`src/rtl/rrs_pkg.sv`:
```
// rrs_pkg: shared state, status and statistics definitions for read_request_sequencer
package rrs_pkg;
  typedef enum logic [1:0] {IDLE, ISSUE, WAIT, RESP} state_t;
  localparam logic [1:0] RRS_OK      = 2'b00;
  localparam logic [1:0] RRS_MST_ERR = 2'b01;
  localparam logic [1:0] RRS_TIMEOUT = 2'b10;
  localparam int STAT_W = 16;
  function automatic logic [STAT_W-1:0] sat_inc(input logic [STAT_W-1:0] v, input logic en);
    return (en && v != '1) ? v + 1'b1 : v;
  endfunction
endpackage

```
`src/rtl/rrs_fifo.sv`:
```
// rrs_fifo: synchronous request queue with occupancy count; DEPTH must be a power of 2
module rrs_fifo #(
  parameter int WIDTH = 32,
  parameter int DEPTH = 4
) (
  input  logic                       clk_i,
  input  logic                       rst_ni,
  input  logic                       push_i,
  input  logic                       pop_i,
  input  logic [WIDTH-1:0]           wdata_i,
  output logic [WIDTH-1:0]           rdata_o,
  output logic                       full_o,
  output logic                       empty_o,
  output logic [$clog2(DEPTH):0]     count_o
);
  localparam int PW = $clog2(DEPTH);
  logic [WIDTH-1:0] mem_q [DEPTH];
  logic [PW-1:0] wr_q, rd_q;
  logic [PW:0] count_q;
  logic do_push, do_pop;
  assign full_o  = count_q == (PW+1)'(DEPTH);
  assign empty_o = count_q == '0;
  assign count_o = count_q;
  assign rdata_o = mem_q[rd_q];
  assign do_push = push_i & ~full_o;
  assign do_pop  = pop_i & ~empty_o;
  always_ff @(posedge clk_i) begin
    if (!rst_ni) begin
      wr_q    <= '0;
      rd_q    <= '0;
      count_q <= '0;
    end else begin
      if (do_push) wr_q <= wr_q + 1'b1;
      if (do_pop) rd_q <= rd_q + 1'b1;
      count_q <= count_q + (PW+1)'(do_push) - (PW+1)'(do_pop);
    end
  end
  always_ff @(posedge clk_i) begin
    if (do_push) mem_q[wr_q] <= wdata_i;
  end
endmodule

```
`src/rtl/read_request_sequencer.sv`:
```
// read_request_sequencer: queues slave read requests, issues them to the master, returns data with status.
// Optional saturating statistics counters are built when RRS_STATS_EN is defined.
module read_request_sequencer import rrs_pkg::*; #(
  parameter int ADDR_WIDTH = 32,
  parameter int DATA_WIDTH = 32,
  parameter int FIFO_DEPTH = 4,
  parameter int TIMEOUT_CYCLES = 1024,
  parameter logic [ADDR_WIDTH-1:0] BASE_ADDR = ADDR_WIDTH'(32'h40000000)
) (
  input  logic                          S_AXI_ACLK,
  input  logic                          S_AXI_ARESETN,
  input  logic                          read_request,
  input  logic [ADDR_WIDTH-1:0]         read_address,
  output logic                          req_accepted,
  output logic                          req_dropped,
  output logic                          mst_read_request,
  output logic [ADDR_WIDTH-1:0]         mst_read_address,
  input  logic [DATA_WIDTH-1:0]         mst_value_read,
  input  logic                          mst_data_available,
  input  logic                          mst_error,
  output logic [DATA_WIDTH-1:0]         value_read,
  output logic                          data_available,
  output logic [1:0]                    rsp_status,
  output logic                          busy,
  output logic [$clog2(FIFO_DEPTH):0]   pending_count,
  output logic [STAT_W-1:0]             stat_drops,
  output logic [STAT_W-1:0]             stat_timeouts,
  output logic [STAT_W-1:0]             stat_late
);
  localparam int CW = $clog2(FIFO_DEPTH) + 1;
  localparam int TW = $clog2(TIMEOUT_CYCLES);
  state_t state_q, state_d;
  logic acc_q, acc_d, drop_q, drop_d;
  logic [ADDR_WIDTH-1:0] wdata_q, addr_q, addr_d, head;
  logic [DATA_WIDTH-1:0] val_q, val_d;
  logic [1:0] st_q, st_d;
  logic [TW-1:0] to_q, to_d;
  logic full, empty, pop, timeout;
  logic [CW-1:0] count;
  rrs_fifo #(.WIDTH(ADDR_WIDTH), .DEPTH(FIFO_DEPTH)) u_fifo (
    .clk_i(S_AXI_ACLK), .rst_ni(S_AXI_ARESETN), .push_i(acc_q), .pop_i(pop),
    .wdata_i(wdata_q), .rdata_o(head), .full_o(full), .empty_o(empty), .count_o(count)
  );
  // Accepted requests are written a cycle later, so a staged entry already occupies a slot.
  always_comb begin
    drop_d = read_request & ((read_address[1:0] != 2'b00) | full | (acc_q & (count == CW'(FIFO_DEPTH-1))));
    acc_d  = read_request & ~drop_d;
  end
  assign timeout = to_q == TW'(TIMEOUT_CYCLES-1);
  always_comb begin
    state_d = state_q;
    addr_d  = addr_q;
    val_d   = val_q;
    st_d    = st_q;
    to_d    = to_q;
    pop     = 1'b0;
    case (state_q)
      IDLE: if (!empty) begin
        pop     = 1'b1;
        addr_d  = BASE_ADDR + head;
        state_d = ISSUE;
      end
      ISSUE: begin
        to_d    = '0;
        state_d = WAIT;
      end
      WAIT: if (mst_data_available) begin
        val_d   = mst_value_read;
        st_d    = mst_error ? RRS_MST_ERR : RRS_OK;
        state_d = RESP;
      end else if (timeout) begin
        val_d   = '0;
        st_d    = RRS_TIMEOUT;
        state_d = RESP;
      end else begin
        to_d = to_q + 1'b1;
      end
      default: state_d = IDLE;
    endcase
  end
  always_ff @(posedge S_AXI_ACLK) begin
    if (!S_AXI_ARESETN) begin
      state_q <= IDLE;
      acc_q   <= 1'b0;
      drop_q  <= 1'b0;
      wdata_q <= '0;
      addr_q  <= '0;
      val_q   <= '0;
      st_q    <= RRS_OK;
      to_q    <= '0;
    end else begin
      state_q <= state_d;
      acc_q   <= acc_d;
      drop_q  <= drop_d;
      wdata_q <= read_address;
      addr_q  <= addr_d;
      val_q   <= val_d;
      st_q    <= st_d;
      to_q    <= to_d;
    end
  end
  assign req_accepted     = acc_q;
  assign req_dropped      = drop_q;
  assign mst_read_request = state_q == ISSUE;
  assign mst_read_address = addr_q;
  assign data_available   = state_q == RESP;
  assign value_read       = val_q;
  assign rsp_status       = st_q;
  assign busy             = (state_q != IDLE) | ~empty;
  assign pending_count    = count;
`ifdef RRS_STATS_EN
  logic [STAT_W-1:0] drops_q, tos_q, late_q;
  always_ff @(posedge S_AXI_ACLK) begin
    if (!S_AXI_ARESETN) begin
      drops_q <= '0;
      tos_q   <= '0;
      late_q  <= '0;
    end else begin
      drops_q <= sat_inc(drops_q, drop_q);
      tos_q   <= sat_inc(tos_q, (state_q == WAIT) & ~mst_data_available & timeout);
      late_q  <= sat_inc(late_q, (state_q != WAIT) & mst_data_available);
    end
  end
  assign stat_drops    = drops_q;
  assign stat_timeouts = tos_q;
  assign stat_late     = late_q;
`else
  assign stat_drops    = '0;
  assign stat_timeouts = '0;
  assign stat_late     = '0;
`endif
endmodule

```
`config.mk`:
```
export PLATFORM = sky130hd
export DESIGN_NAME = read_request_sequencer
export DESIGN_NICKNAME = d
export VERILOG_FILES = /design/src/rtl/rrs_pkg.sv /design/src/rtl/rrs_fifo.sv /design/src/rtl/read_request_sequencer.sv
export SDC_FILE = /design/constraint.sdc
export NUM_CORES = 1
export LEC_CHECK = 0
export CORE_UTILIZATION = 50
export DETAILED_ROUTE_END_ITERATION = 16
export GPL_TIMING_DRIVEN = 0
export MAX_ROUTING_LAYER = met4
export PLACE_DENSITY_LB_ADDON = 0.25
export RECOVER_POWER = 50
export SLEW_MARGIN = 5
export SYNTH_ARGS = -nofsm -noshare
export SYNTH_HDL_FRONTEND = slang
export SYNTH_SLANG_ARGS = --single-unit
```
`constraint.sdc`:
```
create_clock -name S_AXI_ACLK -period 4 [get_ports S_AXI_ACLK]
set_input_delay 0.6 -clock S_AXI_ACLK [delete_from_list [all_inputs] [get_ports S_AXI_ACLK]]
set_output_delay 0.6 -clock S_AXI_ACLK [all_outputs]
set_load 0.02 [all_outputs]
```
==> metrics, run 1 <==
post-synthesis cell area 9240 um^2; setup bufs post-CTS 0; Internal Power 5.07 mW; CTS root buffer clkbuf_16; ANT cells 0; overall routed net length 19.3 mm; post-place instance area 11200 um^2; Die ar. 19000 um^2; Gate power share 25.3%; Num CTS Buffers 25; sequence of cells on the critical path nor3_1 -> nand2b_1 -> inv_1 -> clkbuf_1 -> ha_1 -> inv_1 -> ha_1 -> inv_1 -> fa_1 -> xor2_1 -> xnor2_1 -> nor2_1; dpl ws 0.951 ns; ANT nets after route 0; Unique masters post-synth 51; setup TNS 0 ns; top_reg_cell synth edfxtp_1; fin crit share 80.0%; CP max-delay cell dfxtp_1; via/cell ratio 5.15; VDD IR-drop max 487 uV; flops & latches, synth 249; via count 5747; mean post-synth cell area 14.3 um^2; fin cells 1116; number of max-cap violations 0; post-CTS sizing 0; GRT Util Overall 21.0%; later-pin clock latency in the skew report 0.52 ns; total power 7.20 mW; CTS Sinks 249; DPL Wire Length 13.1 mm; core area 18000 um^2; Leak 4.54 nW; setup ws final 0.800 ns; Tmin final 3.20 ns; hold buffer count at cts 0; Crit Path Class reg2reg; Warnings, synthesis 0; most frequent cells in the layout edfxtp_1 (128), dfxtp_1 (121), clkdlybuf4s50_1 (103); WL per Instance 17.3 um; synthesis-to-finish area growth 30.5%; Initial Util 51.3%; Nets 950; placed insts 1070; GR Overflow Total 0; unrepaired setup endpoints after global routing no; I/O pins 191; clock slew at reported path FFs 0.06 ns; Max Clock Skew 0.0250 ns; status complete, no violations; fin. max-slew vios 0; Final GP Congestion 0.808; Sw Ratio 29.6%; most used cell, CP inv_1; initial DRC count 276; Post-synth EDFFs 128; CP endpoint kind flip-flop; CP max stage delay 0.49 ns; startpoint types flip-flop; post-synthesis sequential area ratio 67.8%; Max Freq 0.312 GHz; Flop pwr share 42.3%; Final Hold Viols 0; router iterations before antenna repair 4; H-tree depth 1; antenna violations before repair 0; async set-reset flop share out of synthesis 0%; Setup Viol. Count Final 0; drt drc 0; layout cell share with drive strength beyond 1 15.8%; slew margin rel. 42.8%; commonest non-fill, non-tap cell in the layout edfxtp_1; # rows 49; Die X 138 um; clock power share 32.3%; Synth Instances 648; WP data arrival 3.60 ns; TritonCTS clock tree built; NetSw 2.14 mW; PwrDens 598 nW/um^2; global-route wire length before repair 29.3 mm; IO buf count 142; Worst Max-Slew Pin Slew 0.859 ns; cell area after layout 12100 um^2; clock tree buffer depth 3; pin count of the biggest net entering global routing 18; worst hold path type reg2reg; via count of the first global-routing pass 5760; Die H 138 um; Worst Path Max Fanout 10; CP required 4.40 ns
-- through the flow --
stage,hold slack [ns],util [%]
after detailed placement,0.450,62.3
after floorplan,0.438,-
after global placement,0.444,61.7
final,0.451,66.9
after global routing,0.469,66.9
after CTS,0.458,67.0
-- worst max-delay path: cells and delay by family, from the launching register on --
kind / cells / cell delay (ns)
AND/OR/NAND/NOR: 3 / 0.49
adder cells (fa/ha/maj): 3 / 0.83
buffers and inverters: 4 / 0.96
flip-flops: 1 / 0.49
XOR/XNOR: 2 / 0.30
-- cell type report --
type	count	area (um^2)
plain buffers	80	490
clock buffers	29	662
clock inverters	17	168
fillers	1277	5970
inverters	13	48.8
multi-input cells	353	2600
flip-flops and latches	249	6270
well taps	229	287
repair buffers	146	1530
-- registers in the layout, summed over array words and instances, names as in the netlist, named ones only --
signal / count
mst_read_address: 32
req_accepted: 1
req_dropped: 1
rsp_status: 2
state_q: 2
to_q: 10
u_fifo.count_o: 3
u_fifo.mem_q: 128
u_fifo.rd_q: 2
u_fifo.wr_q: 2
value_read: 32
wdata_q: 32
-- Yosys cell counts, types with 3 or more instances --
cell type  count  area [um^2]
edfxtp_1     128         3840
dfxtp_1      121         2420
nand2_1       71          267
buf_4         48          360
a21oi_1       40          200
and2_1        38          238
a22o_1        33          289
mux4_2        32          721
clkbuf_1      22         82.6
nor2_1        13         48.8
ha_1          12          150
inv_1         11         41.3
buf_1          6         22.5
o21ai_0        6         30.0
a211oi_1       4         30.0
nand2b_1       4         25.0
nand3_1        4         20.0
nor4_1         4         25.0
xnor2_1        4         35.0
buf_2          3         15.0
nor2b_1        3         18.8
-- cells by family (layout without fill, tap and decap cells) --
group                    count (synthesis)  count (layout)  synth area share, %
AND/OR/NAND/NOR                        151             151                 8.15
other                                    1              48               0.0406
buffers and inverters                   93             285                 5.85
multiplexers                            34              34                 8.02
AO/OA/AOI/OAI                          101             101                 7.71
adder cells (fa/ha/maj)                 13              13                 1.84
flip-flops                             249             249                 67.8
XOR/XNOR                                 6               6                0.569
-- power groups by stage --
stage	Clock, mW	Sequential, mW	Combinational (mW)
after floorplan	0	3.27	0.947
after global routing	2.46	3.07	1.99
after CTS	2.36	3.05	1.87
final	2.33	3.05	1.83
after detailed placement	0	3.10	1.86
after global placement	0	3.09	1.80
-- path summary, 6_finish.rpt --
| kind | slack [ns] | start | cells past startpoint | to |
|---|---|---|---|---|
| setup / recovery | 0.80 | u_fifo.count_o[1]$_SDFF_PN0_ | 12 | u_fifo.count_o[2]$_SDFF_PN0_ |
| hold / removal | 0.45 | mst_read_address[2]$_SDFFE_PN0P_ | 2 | mst_read_address[2]$_SDFFE_PN0P_ |
| setup reg to reg | 0.80 | u_fifo.count_o[1]$_SDFF_PN0_ | 12 | u_fifo.count_o[2]$_SDFF_PN0_ |
| hold reg to reg | 0.45 | mst_read_address[2]$_SDFFE_PN0P_ | 2 | mst_read_address[2]$_SDFFE_PN0P_ |
-- metal layers --
| metal | part of all wire, % | track usage [%] | up-vias | wire length (um) |
|---|---|---|---|---|
| met5 | 0 | - | - | 0 |
| met2 | 52 | 35.6 | 217 | 10000 |
| met3 | 6.3 | 4.46 | 34 | 1220 |
| met4 | 2.5 | 7.00 | 0 | 490 |
| met1 | 39 | 24.8 | 2799 | 7580 |
| li1 | - | - | 2697 | - |
No activity file was read; power rests on OpenSTA's default activity.
==> run 2, diff against run 1 <==
==> constraint.sdc (replaced) <==
create_clock -name S_AXI_ACLK -period 3.11 [get_ports S_AXI_ACLK]
set_input_delay 0.4665 -clock S_AXI_ACLK [delete_from_list [all_inputs] [get_ports S_AXI_ACLK]]
set_output_delay 0.4665 -clock S_AXI_ACLK [all_outputs]
set_load 0.02 [all_outputs]
==> metrics, run 2 (synthesized netlist as in run 1, its figures left out) <==
status complete, no violations; CP max stage delay 0.40 ns; WP data arrival 3.13 ns; hold buffer count at cts 0; sequence of cells on the critical path inv_1 -> ha_1 -> nand2b_1 -> inv_2 -> ha_1 -> inv_1 -> ha_1 -> inv_1 -> fa_1 -> xor2_1 -> xnor2_1 -> nor2_1; # rows 49; Hold Path End mst_read_address[2]$_SDFFE_PN0P_; DPL Wire Length 13.1 mm; startpoint types flip-flop; Final GP Congestion 0.808; Num CTS Buffers 25; Final Hold Viols 0; Die H 138 um; final core utilization 66.8%; GR Overflow Total 0; VDD IR-drop max 626 uV; commonest non-fill, non-tap cell in the layout edfxtp_1; hold path startpoint mst_read_address[2]$_SDFFE_PN0P_; I/O pins 191; hold slack final 0.450 ns; initial DRC count 259; ANT nets after route 0; H-tree depth 1; worst hold path type reg2reg; via/cell ratio 5.20; Initial Util 51.3%; register with the most flip-flops u_fifo.mem_q; post-place instance area 11200 um^2; CTS root buffer clkbuf_16; Worst Max-Slew Pin Slew 0.862 ns; WHS Path Cells 2; overall routed net length 19.3 mm; fin. max-slew vios 0; total power 9.23 mW; antenna violations before repair 0; CP endpoint kind flip-flop; slew margin rel. 42.6%; global-route wire length before repair 29.3 mm; GRT Util Overall 21.0%; Crit Path Class reg2reg; Leak 4.58 nW; unrepaired setup endpoints after global routing no; CTS Sinks 249; via count of the first global-routing pass 5760; IO buf count 142; Setup Viol. Count Final 0; reg-to-reg startpoint state_q[0]$_SDFFE_PN0P_; CP max-delay cell dfxtp_1; family with the most delay on the worst path adder cells; synthesis-to-finish area growth 30.4%; Max Freq 0.365 GHz; FF-to-FF path depth 12; later-pin clock latency in the skew report 0.52 ns; most frequent cells in the layout edfxtp_1 (128), dfxtp_1 (121), clkdlybuf4s50_1 (88); cell area after layout 12000 um^2; setup TNS 0 ns; Tmin final 2.74 ns; Worst Path Max Fanout 19; core area 18000 um^2; Nets 949; max reg flops 128; pin count of the biggest net entering global routing 18; Max Clock Skew 0.0228 ns; reg2reg setup slack 0.37 ns; ANT cells 0; fin crit share 88.0%; Die X 138 um; TritonCTS clock tree built; CP required 3.51 ns; number of max-cap violations 0; PwrDens 766 nW/um^2; drt drc 0; clock tree buffer depth 3; layout cell share with drive strength beyond 1 15.9%; Reg2Reg Capture Point u_fifo.count_o[2]$_SDFF_PN0_; WL per Instance 17.3 um; WP buf/inv 4; Die ar. 19000 um^2; via count 5801; router iterations before antenna repair 4; clock slew at reported path FFs 0.06 ns
## run 2: what timing repair did
action                                  in CTS  in global routing
endpoints found under the setup margin       0                  1
gates resized for setup                      0                  0
buffers inserted                             0                  0
## run 2: worst max path at each step
| stage | start | endpoint | slack [ns] | cells past startpoint |
|---|---|---|---|---|
| floorplan | u_fifo.count_o[1]$_SDFF_PN0_ | u_fifo.count_o[2]$_SDFF_PN0_ | 0.58 | 12 |
| global placement | u_fifo.count_o[1]$_SDFF_PN0_ | u_fifo.count_o[2]$_SDFF_PN0_ | 0.11 | 12 |
| detailed placement | u_fifo.count_o[1]$_SDFF_PN0_ | u_fifo.count_o[2]$_SDFF_PN0_ | 0.06 | 12 |
| CTS | u_fifo.count_o[1]$_SDFF_PN0_ | u_fifo.count_o[2]$_SDFF_PN0_ | 0.03 | 12 |
| global route | state_q[0]$_SDFFE_PN0P_ | u_fifo.count_o[2]$_SDFF_PN0_ | 0.1 | 12 |
| finish | state_q[0]$_SDFFE_PN0P_ | u_fifo.count_o[2]$_SDFF_PN0_ | 0.37 | 12 |
## run 2: report_power, final
part | switching [mW] | internal, mW
Combinational | 1.34 | 0.984
Sequential | 0.182 | 3.74
Clock | 1.21 | 1.78
Total | 2.73 | 6.50
## run 2: per-stage QoR
stage	setup WS, ns	cells
after floorplan	0.581	695
after global placement	0.110	1066
after detailed placement	0.0609	1070
after CTS	0.0254	1116
after global routing	0.0994	1115
final	0.373	1115
## run 2: metal layers
layer  part of all wire [%]  wire length, um  vias to the layer above  GRT usage, %
met5                      0                0                        -             -
met1                     39             7440                     2828          24.8
met3                    6.9             1340                       36          4.46
met4                    2.6              508                        0          7.00
met2                     52             9990                      238          35.6
li1                       -                -                     2699             -
## run 2: area by class of cell
type                    count  area [um^2]
flip-flops and latches    249         6270
fillers                  1278         5980
multi-input cells         353         2600
repair buffers            146         1530
clock buffers              29          662
plain buffers              79          487
well taps                 229          287
clock inverters            17          168
inverters                  13         48.8
## run 2: worst reg2reg max path, stage by stage (launching register included)
cell,delay (ns)
dfxtp_1,0.40
inv_1,0.09
ha_1,0.24
nand2b_1,0.32
inv_2,0.27
ha_1,0.36
inv_1,0.05
ha_1,0.13
inv_1,0.05
fa_1,0.37
xor2_1,0.17
xnor2_1,0.13
nor2_1,0.05
==> run 3, diff against run 2 <==
--- a/config.mk
+++ b/config.mk
@@ -5,7 +5,10 @@
 export SDC_FILE = /design/constraint.sdc
 export NUM_CORES = 1
 export LEC_CHECK = 0
-export CORE_UTILIZATION = 50
+export CELL_PAD_IN_SITES_DETAIL_PLACEMENT = 1
+export CELL_PAD_IN_SITES_GLOBAL_PLACEMENT = 2
+export CORE_ASPECT_RATIO = 0.6
+export CORE_UTILIZATION = 35
 export DETAILED_ROUTE_END_ITERATION = 16
 export GPL_TIMING_DRIVEN = 0
 export MAX_ROUTING_LAYER = met4
==> metrics, run 3 (synthesized netlist as in run 1, its figures left out) <==
max reg flops 128; ANT nets after route 0; I/O pins 191; final core utilization 47.2%; via count of the first global-routing pass 5992; NetSw 2.78 mW; unrepaired setup endpoints after global routing no; Final GP Congestion 0.749; later-pin clock latency in the skew report 0.51 ns; Max Freq 0.355 GHz; Die H 128 um; most frequent cells in the layout edfxtp_1 (128), dfxtp_1 (121), clkdlybuf4s50_1 (87); VDD IR-drop max 325 uV; fin. max-slew vios 0; CP endpoint kind flip-flop; family with the most delay on the worst path adder cells; Gate power share 26.2%; register with the most flip-flops u_fifo.mem_q; slew margin rel. 34.5%; via count 5745; Max Clock Skew 0.0139 ns; Worst Path Max Fanout 19; pin count of the biggest net entering global routing 33; Die X 212 um; startpoint types flip-flop; Final Hold Viols 0; IO buf count 142; GR Overflow Total 0; Initial Util 36.1%; CTS Sinks 249; antenna violations before repair 0; Nets 947; CTS root buffer clkbuf_16; Flop pwr share 43.0%; GRT Util Overall 17.1%; setup ws final 0.292 ns; fin crit share 90.6%; global-route wire length before repair 34.4 mm; sequence of cells on the critical path nor3_1 -> nand2b_1 -> inv_2 -> ha_1 -> inv_1 -> ha_1 -> inv_1 -> fa_1 -> xor2_1 -> xnor2_1 -> nor2_1; clock power share 30.8%; worst hold path type reg2reg; Fillers 2645; Register Area 6270 um^2; WP buf/inv 3; layout cell share with drive strength beyond 1 15.1%; H-tree depth 1; ANT cells 0; via/cell ratio 4.66; # rows 45; synthesis-to-finish area growth 30.8%; core area 25600 um^2; WP data arrival 3.21 ns; placed insts 1193; Leak 4.52 nW; clock tree buffer depth 3; DPL Wire Length 15.7 mm; status complete, no violations; CP max-delay cell nor3_1; commonest non-fill, non-tap cell in the layout edfxtp_1; Num CTS Buffers 23; post-CTS sizing 0; setup TNS 0 ns; CP max stage delay 0.40 ns; overall routed net length 22.5 mm; dpl ws 0.0137 ns; Multi-input gate area 2600 um^2; WL per Instance 18.2 um; Crit Path Class reg2reg; Worst Max-Slew Pin Slew 0.974 ns; setup bufs post-CTS 0; drt drc 0; Setup Viol. Count Final 0; initial DRC count 220; PwrDens 754 nW/um^2; clock slew at reported path FFs 0.07 ns; fin cells 1234; TritonCTS clock tree built; router iterations before antenna repair 4; Internal Power 6.33 mW; CP required 3.51 ns; Sw Ratio 30.5%; Tmin final 2.82 ns; number of max-cap violations 0; Die ar. 27100 um^2
## run 3: layout make-up
class | instances | area share (%)
repair buffers | 146 | 12.4
flip-flops and latches | 249 | 51.9
plain buffers | 79 | 4.04
clock buffers | 34 | 5.36
inverters | 13 | 0.404
clock inverters | 8 | 0.746
well taps | 352 | 3.65
multi-input cells | 353 | 21.5
## run 3: tightest hold or removal path, cell delays in order, from the launching register on
cell and delay [ns]:
dfxtp_1 0.31, nand2_1 0.05, a21oi_1 0.05
## run 3: final timing paths
path                                     from                               end  slack, ns  cells past startpoint
min          mst_read_address[5]$_SDFFE_PN0P_  mst_read_address[5]$_SDFFE_PN0P_       0.45                      2
max reg2reg      u_fifo.count_o[1]$_SDFF_PN0_      u_fifo.count_o[2]$_SDFF_PN0_       0.29                     11
max              u_fifo.count_o[1]$_SDFF_PN0_      u_fifo.count_o[2]$_SDFF_PN0_       0.29                     11
min reg2reg  mst_read_address[5]$_SDFFE_PN0P_  mst_read_address[5]$_SDFFE_PN0P_       0.45                      2
## run 3: timing repair
action                                  CTS  global route
hold endpoints to repair                  0             0
hold buffers                              0             0
endpoints found under the setup margin    1             0
## run 3: metal layers
metal  share of wire (%)  routed length [um]  vias to the layer above  global-route usage (%)
li1                    -                   -                     2693                       -
met1                  47               10600                     2906                    23.3
met2                  47               10700                      115                    27.2
met3                 4.0                 904                       31                    2.87
met4                 1.5                 346                        0                    3.45
met5                   0                   0                        -                       -
## run 3: power by group through the flow
stage / Combinational (mW) / Sequential [mW] / Clock, mW
3_5_place_dp: 2.48 / 4.00 / 0
4_1_cts: 2.49 / 3.93 / 2.87
5_1_grt: 2.60 / 3.96 / 2.99
6_report: 2.38 / 3.92 / 2.81
3_3_place_gp: 2.40 / 3.97 / 0
2_1_floorplan: 1.22 / 4.20 / 0
## run 3: metrics by stage
| stage | hold slack [ns] | power (mW) | instance area [um^2] |
|---|---|---|---|
| after global routing | 0.466 | 9.55 | 12100 |
| after CTS | 0.460 | 9.29 | 12100 |
| after floorplan | 0.438 | 5.42 | 9420 |
| final | 0.452 | 9.11 | 12100 |
| after detailed placement | 0.451 | 6.48 | 11400 |
| after global placement | 0.447 | 6.36 | 11300 |
